==> config.mk <==
export PLATFORM = sky130hd
export DESIGN_NAME = inst_encoder
export DESIGN_NICKNAME = d
export VERILOG_FILES = /design/src/rtl/inst_encoder.sv
export SDC_FILE = /design/constraint.sdc
export NUM_CORES = 1
export LEC_CHECK = 0
export ABC_CLOCK_PERIOD_IN_PS = 4500
export BUFFER_PORTS_ARGS = -buffer_cell sky130_fd_sc_hd__buf_2
export CORE_MARGIN = 5
export CORE_UTILIZATION = 40
export DETAILED_ROUTE_END_ITERATION = 8
export PLACE_DENSITY = 0.67
export RECOVER_POWER = 50
export SYNTH_ARGS = -nofsm -noshare
export SYNTH_HDL_FRONTEND = slang
export SYNTH_SLANG_ARGS = --single-unit
==> constraint.sdc <==
create_clock -name CLK -period 4.5 [get_ports CLK]
set_clock_uncertainty 0.1 [all_clocks]
set_input_delay 0.45 -clock CLK [delete_from_list [all_inputs] [get_ports CLK]]
set_output_delay 0.45 -clock CLK [all_outputs]
set_load 0.05 [all_outputs]
==> src/rtl/inst_encoder.sv <==
// Field-level request to RV32IM instruction word encoder with a DEPTH-entry output FIFO.
// The LI pseudo-op is split into LUI + ADDI; the ADDI half is parked in LI_LO until there is room.
module inst_encoder #(
    parameter int DEPTH = 4
) (
    input  logic                     CLK,
    input  logic                     nRST,
    input  logic                     req_valid,
    output logic                     req_ready,
    input  logic [3:0]               req_kind,
    input  logic [2:0]               req_funct3,
    input  logic                     req_f7b5,
    input  logic                     req_mext,
    input  logic [4:0]               req_rd,
    input  logic [4:0]               req_rs1,
    input  logic [4:0]               req_rs2,
    input  logic [31:0]              req_imm,
    output logic                     inst_valid,
    input  logic                     inst_ready,
    output logic [31:0]              inst,
    output logic [$clog2(DEPTH):0]   count,
    output logic                     err_valid,
    output logic [1:0]               err_code
);
    localparam int AW = $clog2(DEPTH);
    localparam int CW = AW + 1;
    localparam logic [CW-1:0] FULL = CW'(DEPTH);

    localparam logic [6:0] OPC_OP     = 7'b0110011;
    localparam logic [6:0] OPC_OP_IMM = 7'b0010011;
    localparam logic [6:0] OPC_LOAD   = 7'b0000011;
    localparam logic [6:0] OPC_STORE  = 7'b0100011;
    localparam logic [6:0] OPC_BRANCH = 7'b1100011;
    localparam logic [6:0] OPC_JAL    = 7'b1101111;
    localparam logic [6:0] OPC_JALR   = 7'b1100111;
    localparam logic [6:0] OPC_LUI    = 7'b0110111;
    localparam logic [6:0] OPC_AUIPC  = 7'b0010111;

    localparam logic [3:0] K_OP     = 4'd0;
    localparam logic [3:0] K_OP_IMM = 4'd1;
    localparam logic [3:0] K_LOAD   = 4'd2;
    localparam logic [3:0] K_STORE  = 4'd3;
    localparam logic [3:0] K_BRANCH = 4'd4;
    localparam logic [3:0] K_JAL    = 4'd5;
    localparam logic [3:0] K_JALR   = 4'd6;
    localparam logic [3:0] K_LUI    = 4'd7;
    localparam logic [3:0] K_AUIPC  = 4'd8;
    localparam logic [3:0] K_LI     = 4'd9;
    localparam logic [3:0] K_HALT   = 4'd10;

    localparam logic [1:0] ERR_KIND = 2'd1;
    localparam logic [1:0] ERR_IMM  = 2'd2;

    typedef enum logic {IDLE, LI_LO} state_t;

    state_t          state_q, state_d;
    logic [31:0]     pend_q, pend_d;
    logic            err_valid_q, err_valid_d;
    logic [1:0]      err_code_q, err_code_d;
    logic [31:0]     mem_q [DEPTH];
    logic [31:0]     mem_d [DEPTH];
    logic [AW-1:0]   wr_ptr_q, wr_ptr_d;
    logic [AW-1:0]   rd_ptr_q, rd_ptr_d;
    logic [CW-1:0]   count_q, count_d;

    logic [31:0]     sh11, sh12, sh20;
    logic            fits_i, fits_b, fits_j;
    logic [19:0]     li_hi;
    logic [31:0]     enc_word, enc_lo;
    logic            enc_two;
    logic [1:0]      enc_code;
    logic            accept, push, pop;
    logic [31:0]     push_data;

    // Arithmetic shifts collapse to all-zeros/all-ones exactly when the value fits the signed field.
    assign sh11   = 32'($signed(req_imm) >>> 11);
    assign sh12   = 32'($signed(req_imm) >>> 12);
    assign sh20   = 32'($signed(req_imm) >>> 20);
    assign fits_i = (sh11 == '0) || (sh11 == '1);
    assign fits_b = !req_imm[0] && ((sh12 == '0) || (sh12 == '1));
    assign fits_j = !req_imm[0] && ((sh20 == '0) || (sh20 == '1));
    // Rounding the upper part compensates for ADDI sign-extending its 12-bit immediate.
    assign li_hi  = req_imm[31:12] + 20'(req_imm[11]);

    always_comb begin
        enc_word = '0;
        enc_lo   = '0;
        enc_two  = 1'b0;
        enc_code = 2'd0;
        case (req_kind)
            K_OP: begin
                enc_word = {req_mext ? 7'b0000001 : {1'b0, req_f7b5, 5'b00000},
                            req_rs2, req_rs1, req_funct3, req_rd, OPC_OP};
            end
            K_OP_IMM: begin
                if (req_funct3 == 3'b001 || req_funct3 == 3'b101) begin
                    if (req_imm[31:5] != '0) enc_code = ERR_IMM;
                    enc_word = {1'b0, req_f7b5, 5'b00000, req_imm[4:0],
                                req_rs1, req_funct3, req_rd, OPC_OP_IMM};
                end else begin
                    if (!fits_i) enc_code = ERR_IMM;
                    enc_word = {req_imm[11:0], req_rs1, req_funct3, req_rd, OPC_OP_IMM};
                end
            end
            K_LOAD, K_JALR: begin
                if (!fits_i) enc_code = ERR_IMM;
                enc_word = {req_imm[11:0], req_rs1, req_funct3, req_rd,
                            (req_kind == K_LOAD) ? OPC_LOAD : OPC_JALR};
            end
            K_STORE: begin
                if (!fits_i) enc_code = ERR_IMM;
                enc_word = {req_imm[11:5], req_rs2, req_rs1, req_funct3, req_imm[4:0], OPC_STORE};
            end
            K_BRANCH: begin
                if (!fits_b) enc_code = ERR_IMM;
                enc_word = {req_imm[12], req_imm[10:5], req_rs2, req_rs1, req_funct3,
                            req_imm[4:1], req_imm[11], OPC_BRANCH};
            end
            K_JAL: begin
                if (!fits_j) enc_code = ERR_IMM;
                enc_word = {req_imm[20], req_imm[10:1], req_imm[11], req_imm[19:12],
                            req_rd, OPC_JAL};
            end
            K_LUI, K_AUIPC: begin
                if (req_imm[11:0] != '0) enc_code = ERR_IMM;
                enc_word = {req_imm[31:12], req_rd, (req_kind == K_LUI) ? OPC_LUI : OPC_AUIPC};
            end
            K_LI: begin
                if (fits_i) begin
                    enc_word = {req_imm[11:0], 5'd0, 3'b000, req_rd, OPC_OP_IMM};
                end else begin
                    enc_word = {li_hi, req_rd, OPC_LUI};
                    enc_two  = (req_imm[11:0] != '0);
                end
                enc_lo = {req_imm[11:0], req_rd, 3'b000, req_rd, OPC_OP_IMM};
            end
            K_HALT: enc_word = 32'hFFFF_FFFF;
            default: enc_code = ERR_KIND;
        endcase
    end

    assign req_ready  = nRST && (state_q == IDLE) && (count_q < FULL);
    assign accept     = req_valid && req_ready;
    assign inst_valid = (count_q != '0);
    assign pop        = inst_valid && inst_ready;

    always_comb begin
        state_d     = state_q;
        pend_d      = pend_q;
        err_valid_d = 1'b0;
        err_code_d  = err_code_q;
        push        = 1'b0;
        push_data   = '0;
        case (state_q)
            IDLE: begin
                if (accept) begin
                    if (enc_code != 2'd0) begin
                        err_valid_d = 1'b1;
                        err_code_d  = enc_code;
                    end else begin
                        push      = 1'b1;
                        push_data = enc_word;
                        if (enc_two) begin
                            state_d = LI_LO;
                            pend_d  = enc_lo;
                        end
                    end
                end
            end
            LI_LO: begin
                if (count_q < FULL) begin
                    push      = 1'b1;
                    push_data = pend_q;
                    state_d   = IDLE;
                end
            end
            default: state_d = IDLE;
        endcase
    end

    always_comb begin
        mem_d    = mem_q;
        wr_ptr_d = wr_ptr_q;
        rd_ptr_d = rd_ptr_q;
        count_d  = count_q;
        if (push) begin
            mem_d[wr_ptr_q] = push_data;
            wr_ptr_d        = wr_ptr_q + AW'(1);
        end
        if (pop) rd_ptr_d = rd_ptr_q + AW'(1);
        case ({push, pop})
            2'b10:   count_d = count_q + CW'(1);
            2'b01:   count_d = count_q - CW'(1);
            default: count_d = count_q;
        endcase
    end

    always_ff @(posedge CLK) begin
        if (!nRST) begin
            state_q     <= IDLE;
            pend_q      <= '0;
            err_valid_q <= 1'b0;
            err_code_q  <= 2'd0;
            wr_ptr_q    <= '0;
            rd_ptr_q    <= '0;
            count_q     <= '0;
            for (int i = 0; i < DEPTH; i++) mem_q[i] <= '0;
        end else begin
            state_q     <= state_d;
            pend_q      <= pend_d;
            err_valid_q <= err_valid_d;
            err_code_q  <= err_code_d;
            wr_ptr_q    <= wr_ptr_d;
            rd_ptr_q    <= rd_ptr_d;
            count_q     <= count_d;
            mem_q       <= mem_d;
        end
    end

    assign inst      = mem_q[rd_ptr_q];
    assign count     = count_q;
    assign err_valid = err_valid_q;
    assign err_code  = err_code_q;

endmodule
# [Word level (Yosys, flattened, before mapping)]
# Index checks and enable logic that the tools add are counted.
[word_totals] reg_bits=171 latch_bits=0 ram_bits=0 romBits=0 in_bits=60 memories=0
[op_classes] add_sub_neg=5 n_mul=0 div_mod_pow=0 n_lt_le_gt_ge=4 eq_ne=17 shift=0 muxes=37 bitwise_logic=6 n_reduce_logical=28
[op_table] operator="$mux W32" n=9
[op_table] operator="$pmux W32 S9" n=1
[op_table] operator="$bwmux W128" n=1
[op_table] operator="$eq A32 B32 Y1 const B" n=3
[op_table] operator="$logic_not A32 Y1" n=3
[op_table] operator="$bmux W32 S2" n=1
[op_table] operator="$demux W32 S2" n=1
[op_table] operator="$pmux W32 S2" n=1
[op_table] operator="$reduce_bool A27 Y1" n=1
[op_table] operator="$add A20 B1 Y20" n=1
[op_table] operator="$eq A4 B3 Y1 const B" n=4
[op_table] operator="$eq A4 B4 Y1 const B" n=3
[op_table] operator="$mux W2" n=6
[op_table] operator="$mux W6" n=2
[op_table] operator="$pmux W2 S6" n=1
[op_table] operator="$reduce_bool A12 Y1" n=1
[op_table] operator="$mux W1" n=10
[op_table] operator="$reduce_or A3 Y1" n=3
[op_table] operator="$eq A4 B2 Y1 const B" n=2
[op_table] operator="$logic_and A1 B1 Y1" n=7
[op_table] operator="$mux W7" n=1
[op_table] operator="$ge A3 B3 Y1 const B" n=2
[op_table] operator="$not A2 Y3" n=2
[op_table] operator="$pmux W3 S2" n=1
[op_table] operator="20 further kinds" n=30

# [Longest topological paths before layout]
# Gate-level depths: netlist (run 1).
[depth] word_depth=11 depth_mapped=15 ltp_nobuf=13

# [Worst setup path before layout (run 1)]
# Ideal clock, no wire load.
[synth_path] kind="input port to flip-flop" startpoint="in req_kind[1]" endpoint="reg count_q[2] (netlist: count[2])" setup_time_ns=0.070 arrival_time_ns=3.295 required_time_ns=4.330 path_slack_ns=1.035 stages=15 n_path_buf=3 cell_sequence="buf_2 > or2_2 > buf_2 > o22ai_2 > a22o_1 > or3_1 > o21ai_1 > inv_2 > buf_2 > ha_1 > inv_1 > fa_1 > xor2_1 > or3_1 > a21oi_1"
[synth_via] elab_chain_cells=9
[synth_lines] element="start: declaration" line_no="10" rtl="input logic [3:0] req_kind,"
[synth_lines] element="$eq A4 B4 Y1, or another cell as far along" line_no="90" rtl="case (req_kind)"
[synth_lines] element="$reduce_or A3 Y1 (no line) / $reduce_or A2 Y1 (equally long branches)"
[synth_lines] element="$pmux W2 S6 *" line_no="90"
[synth_lines] element="$reduce_bool A2 Y1 *" line_no="157" rtl="if (enc_code != 2'd0) begin"
[synth_lines] element="$mux W1 *" line_no="157"
[synth_lines] element="$mux W1 *" line_no="156" rtl="if (accept) begin"
[synth_lines] element="$pmux W1 S2 *" line_no="154" rtl="case (state_q)"
[synth_lines] element="$eq A2 B1 Y1 / $eq A2 B2 Y1 (equally long branches)" line_no="191" rtl="case ({push, pop})"
[synth_lines] element="$pmux W3 S2 / $reduce_bool A2 Y1 (equally long branches)"
[synth_lines] element="end signal: assignment" line_no="215" rtl="count_q <= count_d;"
[synth_lines] element="end: declaration" line_no="64" rtl="logic [CW-1:0] count_q, count_d;"
# Every way passes the cells marked *; elsewhere a longest branch is shown, timed or not.
# A chain may end at the register's enable or synchronous reset.

# [Worst setup path in the final report (run 1)]
[layout_path] startpoint="in req_imm[25]" endpoint="reg mem_q[28] (netlist bit)"
[layout_via] elab_chain_cells=10
[layout_lines] element="start: declaration" line_no="17" rtl="input logic [31:0] req_imm,"
[layout_lines] element="parallel branches: the longest is 10 deep, another holds $add A20 B1 Y20"
[layout_lines] element="end signal: assignment" line_no="216" rtl="mem_q <= mem_d;"
[layout_lines] element="end: declaration" line_no="60" rtl="logic [31:0] mem_q [DEPTH];"
# Several ways; the timed one is not identified.

==> implementation parameters, run 1 <==
Parameter                              Value

Die
  Area enclosed by the die boundary    0.02395 mm2
  Row count    53
  Effective utilization at floorplan    40.25%
  Area of the core    0.02082 mm2
  Die Span X    154.8 um
  Die Span Y    154.8 um
  Boundary pin count    100

Routing
  Routed via count divided by cell count    6.083
  Drt first pass iters    5
  Routed via count    8036
  DR DRC count    0
  First-iteration detailed-routing DRC count    690
  Routed wire length    26.80 mm
  Routed wire length per instance    20.29 um
  Final ANT Viol Nets    0

Logic synthesis
  Top_reg_cell synth    sky130_fd_sc_hd__dfxtp_1
  Post-Syn Nets    1052
  Number of synthesized register bits    153
  Simple-gate share of the synthesized area    15.46%
  Proportion of synthesized chip area in sequential cells    36.54%
  Synthesized area divided by synthesized cell count    8.527 um2
  Synth top area cells    sky130_fd_sc_hd__dfxtp_1 (37%), sky130_fd_sc_hd__mux4_2 (8.3%), sky130_fd_sc_hd__a21oi_1 (6.8%), sky130_fd_sc_hd__o21ai_0 (5.0%), sky130_fd_sc_hd__mux2i_1 (4.4%)
  Combinational family with the most area after synthesis    compound AO/OA/AOI/OAI gates
  Most frequent cell after synthesis    sky130_fd_sc_hd__dfxtp_1
  Complex-gate fraction of the synthesized area    25.78%
  Cell count after synthesis    983
  Netlist area before placement    0.008382 mm2
  Most common library cells after synthesis    sky130_fd_sc_hd__dfxtp_1 (153), sky130_fd_sc_hd__a21oi_1 (114), sky130_fd_sc_hd__o21ai_0 (84)
  Share of synthesized flip-flops with an asynchronous set or reset    0%
  Multiplexer share of the synthesized area    12.88%
  Largest area contributor in the synthesized netlist    sky130_fd_sc_hd__dfxtp_1
  Count of flip-flops with a built-in enable after synthesis    0
  Number of distinct library cell variants in the gate-level netlist after synthesis    67
  Yosys warns    0
  Synthesized-area fraction occupied by xor and xnor cells    2.194%
  Adder-cell area share of the yosys netlist    1.433%
  Area fraction of the dominant cell type after synthesis    36.54%

Critical path
  Largest fanout on the critical path    39
  Nature of the critical path endpoint    flip-flop
  Kind of critical path    in2reg
  Endpoint required time on the critical path    4.72 ns
  Worst setup SP type    input pin
  Arrival time at the worst endpoint    4.02 ns

Clocking
  Clock transition at the registers of the reported paths    0.06 ns
  Post-CTS setup-driven buffer insertion count    0
  CTS HTree Levels    4
  Number of clock sinks    153
  Maximum buffer depth of the clock tree    2
  Clock tree from TritonCTS    yes
  Clock Latency Late Sink    0.43 ns
  TritonCTS buffer count    17
  Post-CTS resize count    0
  Root buffer cell    sky130_fd_sc_hd__clkbuf_16
  Hold buffer count at CTS    0

Place
  Number of I/O port buffers    99
  Cells after DPL    1289
  HPWL reported at the end of detailed placement    18.53 mm
  RD Place Congestion    0.9778

Global routing
  Antenna violations before repair    0
  Wire length of the first global-routing pass    42.74 mm
  Vias in the first global route    7700
  Sum of overflow across all layers after global routing    0
  Total Routing Usage GR    22.24%
  Maximum number of pins on one net before global-route repair    106

Power and ir drop
  Portion of total power attributed to combinational logic    19.9%
  Cell leakage power    0.003499 uW
  Worst supply voltage drop on vdd    0.0003810 V
  Internal portion of total power    2461 uW
  Switching power total    1133 uW
  Sequential power share    40.4%
  Part of the power in the clock network    39.7%
  Power per Cell Area    377.6 mW/mm2
  Fraction of power spent switching nets    31.53%

STA
  Worst-case headroom to the max-slew limit    -23.42%
  Count of final max-slew check failures    106
  RSZ-0062 raised after global routing    no
  Max Freq    0.2634 GHz
  Worst-Margin Slew    1.851 ns
  Post-layout min period    3.797 ns
  Setup violations, final    0
  Period utilisation layout    84.37%
  Post-route setup TNS    0 ns
  Final-report hold violation count    0

Run
  Reported max-cap violation count    1

Layout
  Share of cells above drive strength 1    16.06%
  Count of nets after finishing    1102
  Antenna diode count    0
  Non-filler instance count after layout    1321
  Area growth from synthesis to final layout    13.58%

Outcome
  Result of the run    finished with violations
  Failing checks    max-capacitance violations, max-slew violations

Min path
  Worst min path class    in2reg
==> worst max-delay path: stages <==
cell and delay, ns:
sky130_fd_sc_hd__clkbuf_1 0.32, sky130_fd_sc_hd__nand4_1 0.29, sky130_fd_sc_hd__nor4_1 0.73, sky130_fd_sc_hd__nand2_1 0.17, sky130_fd_sc_hd__a22o_1 0.35, sky130_fd_sc_hd__o41ai_1 0.39, sky130_fd_sc_hd__clkbuf_2 0.72, sky130_fd_sc_hd__nand2_1 0.28
sky130_fd_sc_hd__o22ai_1 0.30
==> sequential cells by signal, summed over array words and instances, names as in the netlist <==
name / cells
rd_ptr_q: 2
err_code: 2
state_q: 1
wr_ptr_q: 2
count: 3
err_valid: 1
mem_q: 124
pend_q: 18
==> layout by cell type (no fill, tap or decap), types with 5 or more instances in the layout <==
master / Yosys / routed
sky130_fd_sc_hd__a211oi_1: 10 / 10
sky130_fd_sc_hd__a21o_1: 5 / 5
sky130_fd_sc_hd__a21oi_1: 114 / 114
sky130_fd_sc_hd__a221oi_1: 7 / 7
sky130_fd_sc_hd__a22oi_1: 11 / 11
sky130_fd_sc_hd__a2bb2oi_1: 11 / 11
sky130_fd_sc_hd__a31oi_1: 7 / 7
sky130_fd_sc_hd__and3_1: 6 / 6
sky130_fd_sc_hd__buf_2: 30 / 68
sky130_fd_sc_hd__buf_4: 3 / 16
sky130_fd_sc_hd__clkbuf_1: 51 / 36
sky130_fd_sc_hd__clkbuf_16: 0 / 17
sky130_fd_sc_hd__clkbuf_2: 1 / 5
sky130_fd_sc_hd__dfxtp_1: 153 / 153
sky130_fd_sc_hd__ha_1: 8 / 8
sky130_fd_sc_hd__inv_1: 19 / 19
sky130_fd_sc_hd__mux2i_1: 37 / 37
sky130_fd_sc_hd__mux4_2: 31 / 31
sky130_fd_sc_hd__nand2_1: 75 / 75
sky130_fd_sc_hd__nand2b_1: 6 / 6
sky130_fd_sc_hd__nand3_1: 37 / 37
sky130_fd_sc_hd__nand4_1: 12 / 13
sky130_fd_sc_hd__nor2_1: 68 / 68
sky130_fd_sc_hd__nor2b_1: 15 / 15
sky130_fd_sc_hd__nor3_1: 13 / 13
sky130_fd_sc_hd__nor4_1: 14 / 14
sky130_fd_sc_hd__o21a_1: 5 / 5
sky130_fd_sc_hd__o21ai_0: 84 / 85
sky130_fd_sc_hd__o21ai_1: 9 / 8
sky130_fd_sc_hd__o221ai_1: 6 / 6
sky130_fd_sc_hd__o22ai_1: 43 / 43
sky130_fd_sc_hd__xnor2_1: 13 / 13
sky130_fd_sc_hd__xor2_1: 8 / 8
==> logic make-up after synthesis <==
family	count (synthesis)
AOI/OAI and AO/OA	349
buffers and inverters	114
and+or+nand+nor	268
adders and majority gates	9
muxes	69
xor gates and xnor gates	21
DFF	153
==> metrics by stage <==
stage | power, uW | setup WS (ns) | hold slack [ns] | instance area [um2] | util [%]
after floorplan | 2003 | 1.035 | 0.3430 | 8382 | -
after global placement | 2203 | 0.6032 | 0.3535 | 9057 | 43.50
after detailed placement | 2207 | 0.6029 | 0.3598 | 9057 | 43.50
after CTS | 3630 | 1.038 | 0.1851 | 9653 | 46.36
after global routing | 3738 | 0.3692 | 0.1978 | 9520 | 45.72
final | 3595 | 0.7033 | 0.1985 | 9520 | 45.72
==> layout make-up <==
cell class	instances	area, um2
Multi-Input combinational cell	716	4822
Inverter	20	75.07
Tap cell	275	344.1
Clock inverter	15	170.2
Timing Repair Buffer	125	620.6
Sequential cell	153	3063
Fill cell	2060	11300
Clock buffer	17	425.4
==> final timing paths <==
| path | end | from | slack [ns] | cells past startpoint |
|---|---|---|---|---|
| max | mem_q[28]$_SDFFE_PN0P_ | req_imm[25] | 0.70 | 9 |
| min | pend_q[26]$_SDFFE_PN0P_ | req_imm[6] | 0.20 | 3 |
| min reg2reg | mem_q[62]$_SDFFE_PN0P_ | mem_q[62]$_SDFFE_PN0P_ | 0.37 | 2 |
| max reg2reg | mem_q[45]$_SDFFE_PN0P_ | count[2]$_SDFFE_PN0P_ | 1.11 | 9 |
==> power by group through the flow <==
stage	Sequential [uW]	Clock, uW	Combinational, uW
final	1450	1430	715
after global routing	1460	1510	767
after CTS	1450	1450	728
after detailed placement	1480	0	723
after global placement	1480	0	722
after floorplan	1470	0	534
==> metal layers <==
layer	routed length, um	up-vias	GRT usage [%]
met5	0	-	0
met4	730	0	7.359
met3	2016	47	4.841
met2	12570	355	34.92
met1	11490	3864	30.52
li1	-	3770	-
No activity file was read; power rests on OpenSTA's default activity.
==> run 2: changes to the inputs <==
--- a/config.mk
+++ b/config.mk
@@ -5,12 +5,12 @@
 export SDC_FILE = /design/constraint.sdc
 export NUM_CORES = 1
 export LEC_CHECK = 0
-export ABC_CLOCK_PERIOD_IN_PS = 4500
+export ABC_CLOCK_PERIOD_IN_PS = 3300
 export BUFFER_PORTS_ARGS = -buffer_cell sky130_fd_sc_hd__buf_2
 export CORE_MARGIN = 5
 export CORE_UTILIZATION = 40
 export DETAILED_ROUTE_END_ITERATION = 8
-export PLACE_DENSITY = 0.67
+export PLACE_DENSITY = 0.7
 export RECOVER_POWER = 50
 export SYNTH_ARGS = -nofsm -noshare
 export SYNTH_HDL_FRONTEND = slang
==> constraint.sdc (replaced) <==
create_clock -name CLK -period 3.3 [get_ports CLK]
set_clock_uncertainty 0.1 [all_clocks]
set_input_delay 0.33 -clock CLK [delete_from_list [all_inputs] [get_ports CLK]]
set_output_delay 0.33 -clock CLK [all_outputs]
set_load 0.05 [all_outputs]
==> implementation parameters, run 2 (synthesis gave the netlist of run 1 again) <==
Parameter                              Value

Outcome
  Result of the run    finished with violations (unchanged)
  Failing checks    max-capacitance violations, max-slew violations (unchanged)

Clocking
  Number of clock sinks    153 (unchanged)
  Post-CTS resize count    0 (unchanged)
  Clock Latency Late Sink    0.42 ns (was 0.43 ns)
  Root buffer cell    sky130_fd_sc_hd__clkbuf_16 (unchanged)
  CTS HTree Levels    4 (unchanged)
  TritonCTS buffer count    17 (unchanged)
  Maximum buffer depth of the clock tree    2 (unchanged)
  Clock transition at the registers of the reported paths    0.06 ns (about the same)
  Post-CTS setup-driven buffer insertion count    0 (unchanged)
  Hold buffer count at CTS    0 (unchanged)
  Clock tree from TritonCTS    yes (unchanged)

Run
  Reported max-cap violation count    1 (unchanged)

Die
  Die Span X    154.8 um (unchanged)
  Area of the core    0.02082 mm2 (unchanged)
  Effective utilization at floorplan    40.25% (unchanged)
  Area enclosed by the die boundary    0.02395 mm2 (unchanged)
  Die Span Y    154.8 um (unchanged)
  Row count    53 (unchanged)
  Boundary pin count    100 (unchanged)

STA
  Final-report hold violation count    0 (unchanged)
  RSZ-0062 raised after global routing    no (unchanged)
  Post-layout min period    3.093 ns
  Worst-case headroom to the max-slew limit    -23.60% (was -23.42%)
  Post-route setup TNS    0 ns (unchanged)
  Max Freq    0.3233 GHz
  Worst-Margin Slew    1.854 ns (was 1.851 ns)
  Period utilisation layout    93.72%
  Count of final max-slew check failures    106 (unchanged)
  Setup violations, final    0 (unchanged)

Layout
  Register with the most flip-flops    mem_q (unchanged)
  Share of cells above drive strength 1    21.22% (was 16.06%)
  Final Util    47.73% (was 45.72%)
  Antenna diode count    0 (unchanged)
  Number of flip-flops in the largest register    124 (unchanged)
  Area growth from synthesis to final layout    18.57% (was 13.58%)
  Non-filler instance count after layout    1359 (was 1321)
  Most frequent cells in the layout    sky130_fd_sc_hd__dfxtp_1 (153), sky130_fd_sc_hd__a21oi_1 (114), sky130_fd_sc_hd__o21ai_0 (84) (was sky130_fd_sc_hd__dfxtp_1 (153), sky130_fd_sc_hd__a21oi_1 (114), sky130_fd_sc_hd__o21ai_0 (85))
  Most common cell after layout, fill and taps aside    sky130_fd_sc_hd__dfxtp_1 (unchanged)
  Count of nets after finishing    1140 (was 1102)

Routing
  Routed wire length per instance    19.98 um (was 20.29 um)
  Routed via count    8170 (was 8036)
  First-iteration detailed-routing DRC count    755 (was 690)
  Routed via count divided by cell count    6.012 (was 6.083)
  Drt first pass iters    5 (unchanged)
  DR DRC count    0 (unchanged)
  Routed wire length    27.15 mm (was 26.80 mm)
  Final ANT Viol Nets    0 (unchanged)

Critical path
  Kind of critical path    in2reg (unchanged)
  Worst setup SP type    input pin (unchanged)
  Nature of the critical path endpoint    flip-flop (unchanged)
  Arrival time at the worst endpoint    3.33 ns (was 4.02 ns)
  Largest fanout on the critical path    39 (unchanged)
  Endpoint required time on the critical path    3.54 ns (was 4.72 ns)

Power and ir drop
  Power Total    4972 uW (was 3595 uW)
  Worst supply voltage drop on vdd    0.0004716 V (was 0.0003810 V)
  Power per Cell Area    500.2 mW/mm2 (was 377.6 mW/mm2)
  Cell leakage power    0.003796 uW (was 0.003499 uW)

Place
  Cells after DPL    1327 (was 1289)
  HPWL reported at the end of detailed placement    19.17 mm (was 18.53 mm)
  Number of I/O port buffers    99 (unchanged)
  RD Place Congestion    1.005 (was 0.9778)

Global routing
  Wire length of the first global-routing pass    43.02 mm (was 42.74 mm)
  Vias in the first global route    7857 (was 7700)
  Sum of overflow across all layers after global routing    0 (unchanged)
  Total Routing Usage GR    22.48% (was 22.24%)
  Maximum number of pins on one net before global-route repair    106 (unchanged)
  Antenna violations before repair    0 (unchanged)

Min path
  Worst min path class    in2reg (unchanged)
[run 2: report_power, final]
group	total (uW)	internal (uW)	switching, uW
logic	1060	372	690
registers	1940	1900	47.7
clock network	1970	1190	773
[run 2: path summary, 6_finish.rpt]
path                                                 to  depth (start not counted)                    from  slack [ns]
worst max register to register    count[2]$_SDFFE_PN0P_                         12      state_q$_SDFF_PN0_        0.37
worst max-delay path             mem_q[28]$_SDFFE_PN0P_                         11             req_imm[11]        0.21
worst min-delay path            pend_q[28]$_SDFFE_PN0P_                          3              req_imm[8]        0.09
worst min register to register   mem_q[94]$_SDFFE_PN0P_                          2  mem_q[94]$_SDFFE_PN0P_        0.37
[run 2: critical path, stage by stage]
cell and delay (ns):
sky130_fd_sc_hd__buf_2 0.19, sky130_fd_sc_hd__ha_1 0.24, sky130_fd_sc_hd__nand4_1 0.15, sky130_fd_sc_hd__nor4_1 0.51, sky130_fd_sc_hd__a22oi_2 0.14, sky130_fd_sc_hd__a22o_4 0.30
sky130_fd_sc_hd__buf_4 0.18, sky130_fd_sc_hd__o41ai_4 0.33, sky130_fd_sc_hd__clkbuf_4 0.47, sky130_fd_sc_hd__nand2_1 0.20, sky130_fd_sc_hd__o22ai_1 0.27
[run 2: area by class of cell]
cell class | instances | area [um2]
clock buffer | 21 | 480.5
clock inverter | 11 | 117.6
fill | 2010 | 10880
inverter | 20 | 75.07
multi-input combinational | 716 | 4880
sequential | 153 | 3063
tap | 275 | 344.1
timing repair buffer | 163 | 978.4
[run 2: routing by layer]
layer	wire length [um]	vias up	GRT usage, %
met4	1038	0	9.756
li1	-	3847	-
met2	12410	335	34.86
met5	0	-	0
met1	11650	3924	30.10
met3	2050	64	5.120
[run 2: per-stage QoR]
stage / cell area [um2] / hold slack [ns] / setup slack (ns)
2_1_floorplan: 8387 / 0.3430 / 0.01299
3_3_place_gp: 9410 / 0.3524 / 0.2259
3_5_place_dp: 9410 / 0.3588 / 0.1759
4_1_cts: 10010 / 0.07855 / 0.4147
5_1_grt: 9938 / 0.09352 / 0.05753
6_report: 9938 / 0.08802 / 0.2071
==> run 3: changes to the inputs <==
==> config.mk (replaced) <==
export PLATFORM = sky130hd
export DESIGN_NAME = inst_encoder
export DESIGN_NICKNAME = d
export VERILOG_FILES = /design/src/rtl/inst_encoder.sv
export SDC_FILE = /design/constraint.sdc
export NUM_CORES = 1
export LEC_CHECK = 0
export ABC_CLOCK_PERIOD_IN_PS = 3500
export CORE_MARGIN = 5
export CORE_UTILIZATION = 40
export DETAILED_ROUTE_END_ITERATION = 8
export DONT_BUFFER_PORTS = 1
export PLACE_DENSITY = 0.63
export RECOVER_POWER = 50
export SYNTH_ARGS = -nofsm -noshare
export SYNTH_HDL_FRONTEND = slang
export SYNTH_SLANG_ARGS = --single-unit
==> constraint.sdc (replaced) <==
create_clock -name CLK -period 3.5 [get_ports CLK]
set_clock_uncertainty 0.1 [all_clocks]
set_input_delay 0.35 -clock CLK [delete_from_list [all_inputs] [get_ports CLK]]
set_output_delay 0.35 -clock CLK [all_outputs]
set_load 0.05 [all_outputs]
==> implementation parameters, run 3 (synthesis gave the netlist of run 1 again) <==
Parameter                              Value

Routing
  Drt first pass iters    6 (was 5)
  Routed via count    7806 (was 8170)
  Routed wire length    27.38 mm (was 27.15 mm)
  DR DRC count    0 (unchanged)
  Routed via count divided by cell count    6.181 (was 6.012)
  Final ANT Viol Nets    0 (unchanged)
  Routed wire length per instance    21.68 um (was 19.98 um)
  First-iteration detailed-routing DRC count    1018 (was 755)

Place
  Number of I/O port buffers    0 (was 99)
  RD Place Congestion    0.9633 (was 1.005)
  Setup Slack @ Placement    0.2590 ns (was 0.1759 ns)
  HPWL reported at the end of detailed placement    18.21 mm (was 19.17 mm)
  Area of placed instances    0.008760 mm2 (was 0.009410 mm2)

STA
  Final-report hold violation count    0 (unchanged)
  Setup violations, final    0 (unchanged)
  Worst-case headroom to the max-slew limit    3.289% (was -23.60%)
  Count of final max-slew check failures    0 (was 106)
  RSZ-0062 raised after global routing    no (unchanged)
  Max Freq    0.3204 GHz
  PnR worst setup slack    0.3789 ns (was 0.2071 ns)
  Period utilisation layout    89.17%
  Post-layout min period    3.121 ns
  Post-route setup TNS    0 ns (unchanged)
  Worst-Margin Slew    1.451 ns (was 1.854 ns)

Clocking
  Post-CTS setup-driven buffer insertion count    0 (unchanged)
  CTS HTree Levels    4 (unchanged)
  Clock tree from TritonCTS    yes (unchanged)
  TritonCTS buffer count    17 (unchanged)
  Clock transition at the registers of the reported paths    0.06 ns (about the same)
  Number of clock sinks    153 (unchanged)
  Post-CTS resize count    0 (unchanged)
  Root buffer cell    sky130_fd_sc_hd__clkbuf_16 (unchanged)
  Maximum buffer depth of the clock tree    2 (unchanged)
  Clock Latency Late Sink    0.42 ns (about the same)

Power and ir drop
  Power per Cell Area    477.5 mW/mm2 (was 500.2 mW/mm2)
  Cell leakage power    0.003381 uW (was 0.003796 uW)
  Worst supply voltage drop on vdd    0.0004653 V (was 0.0004716 V)
  Power Total    4530 uW (was 4972 uW)

Layout
  # fillers    2018 (was 2010)
  Sequential cell area in the final layout    0.003063 mm2 (unchanged)
  Count of nets after finishing    1044 (was 1140)
  Antenna diode count    0 (unchanged)
  Area growth from synthesis to final layout    13.18% (was 18.57%)
  Number of flip-flops in the largest register    124 (unchanged)
  Final instance area    0.009487 mm2 (was 0.009938 mm2)
  Final Util    45.56% (was 47.73%)
  Share of cells above drive strength 1    11.64% (was 21.22%)
  Most common cell after layout, fill and taps aside    sky130_fd_sc_hd__dfxtp_1 (unchanged)
  Most frequent cells in the layout    sky130_fd_sc_hd__dfxtp_1 (153), sky130_fd_sc_hd__a21oi_1 (114), sky130_fd_sc_hd__o21ai_0 (89) (was sky130_fd_sc_hd__dfxtp_1 (153), sky130_fd_sc_hd__a21oi_1 (114), sky130_fd_sc_hd__o21ai_0 (84))
  Area taken by multi-input logic gates    0.004847 mm2 (was 0.004880 mm2)
  Register with the most flip-flops    mem_q (unchanged)

Global routing
  Wire length of the first global-routing pass    42.61 mm (was 43.02 mm)
  Total Routing Usage GR    22.45% (was 22.48%)
  Sum of overflow across all layers after global routing    0 (unchanged)
  Antenna violations before repair    0 (unchanged)
  Maximum number of pins on one net before global-route repair    57 (was 106)
  Vias in the first global route    7281 (was 7857)

Die
  Row count    53 (unchanged)
  Die Span X    154.8 um (unchanged)
  Effective utilization at floorplan    40.25% (unchanged)
  Die Span Y    154.8 um (unchanged)
  Area enclosed by the die boundary    0.02395 mm2 (unchanged)
  Boundary pin count    100 (unchanged)
  Area of the core    0.02082 mm2 (unchanged)

Critical path
  Largest fanout on the critical path    39 (unchanged)
  Cell-by-cell trace of the critical path    clkbuf_1 -> nor2_2 -> clkbuf_2 -> nand2_1 -> o41ai_4 -> clkbuf_2 -> nand2_1 -> o22ai_1 (was buf_2 -> ha_1 -> nand4_1 -> nor4_1 -> a22oi_2 -> a22o_4 -> buf_4 -> o41ai_4 -> clkbuf_4 -> nand2_1 -> o22ai_1)
  Arrival time at the worst endpoint    3.35 ns (was 3.33 ns)
  Kind of critical path    reg2reg (was in2reg)
  Crit path largest cell delay    0.70 ns (was 0.51 ns)
  Cell with the largest stage delay on the worst path    sky130_fd_sc_hd__clkbuf_2 (was sky130_fd_sc_hd__nor4_1)
  Nature of the critical path endpoint    flip-flop (unchanged)
  Family with the most delay on the worst path    buffers and inverters (was compound AO/OA/AOI/OAI gates)
  CP Buf/Inv Count    3 (unchanged)
  Worst setup SP type    flip-flop (was input pin)
  Endpoint required time on the critical path    3.73 ns (was 3.54 ns)

Outcome
  Result of the run    finished, final reports clean (was finished with violations)

Min path
  Worst min path class    in2reg (unchanged)

Run
  Reported max-cap violation count    0 (was 1)
==> run 3: what timing repair did <==
action,in CTS,in global routing
endpoints found under the hold margin,32,0
endpoints found under the setup margin,0,0
hold buffers,23,0
==> run 3: per-layer routing <==
metal  track usage [%]  share of wire [%]  wire length, um  vias up
met5                 0                  0                0        -
met1             30.34                 42            11440     3710
met3             7.079                 10             2847       44
li1                  -                  -                -     3648
met4             5.341                1.6              450        0
met2             35.17                 46            12650      404
==> run 3: power by group <==
group	total [uW]	internal [uW]	switching, uW
clock	1820	1110	710
sequential	1880	1790	88.3
combinational	836	313	523
==> run 3: worst paths after layout <==
kind,end,cells after the start,slack (ns),start
hold reg to reg,mem_q[61]$_SDFFE_PN0P_,2,0.37,mem_q[61]$_SDFFE_PN0P_
setup reg to reg,mem_q[124]$_SDFFE_PN0P_,8,0.38,count[2]$_SDFFE_PN0P_
setup / recovery,mem_q[124]$_SDFFE_PN0P_,8,0.38,count[2]$_SDFFE_PN0P_
hold / removal,mem_q[90]$_SDFFE_PN0P_,2,0.04,nRST
==> run 3: through the flow <==
stage | cells | hold WS [ns]
after floorplan | 983 | 0.3430
after global placement | 1208 | 0.3514
after detailed placement | 1208 | 0.3587
after CTS | 1263 | 0.005728
after global routing | 1263 | 0.03195
final | 1263 | 0.03720
==> run 3: layout make-up <==
type / count / area share, %
clock buffer: 22 / 4.999
multi-input combinational: 716 / 51.09
sequential: 153 / 32.29
inverter: 20 / 0.7913
tap: 275 / 3.627
clock inverter: 10 / 1.253
timing repair buffer: 67 / 5.948
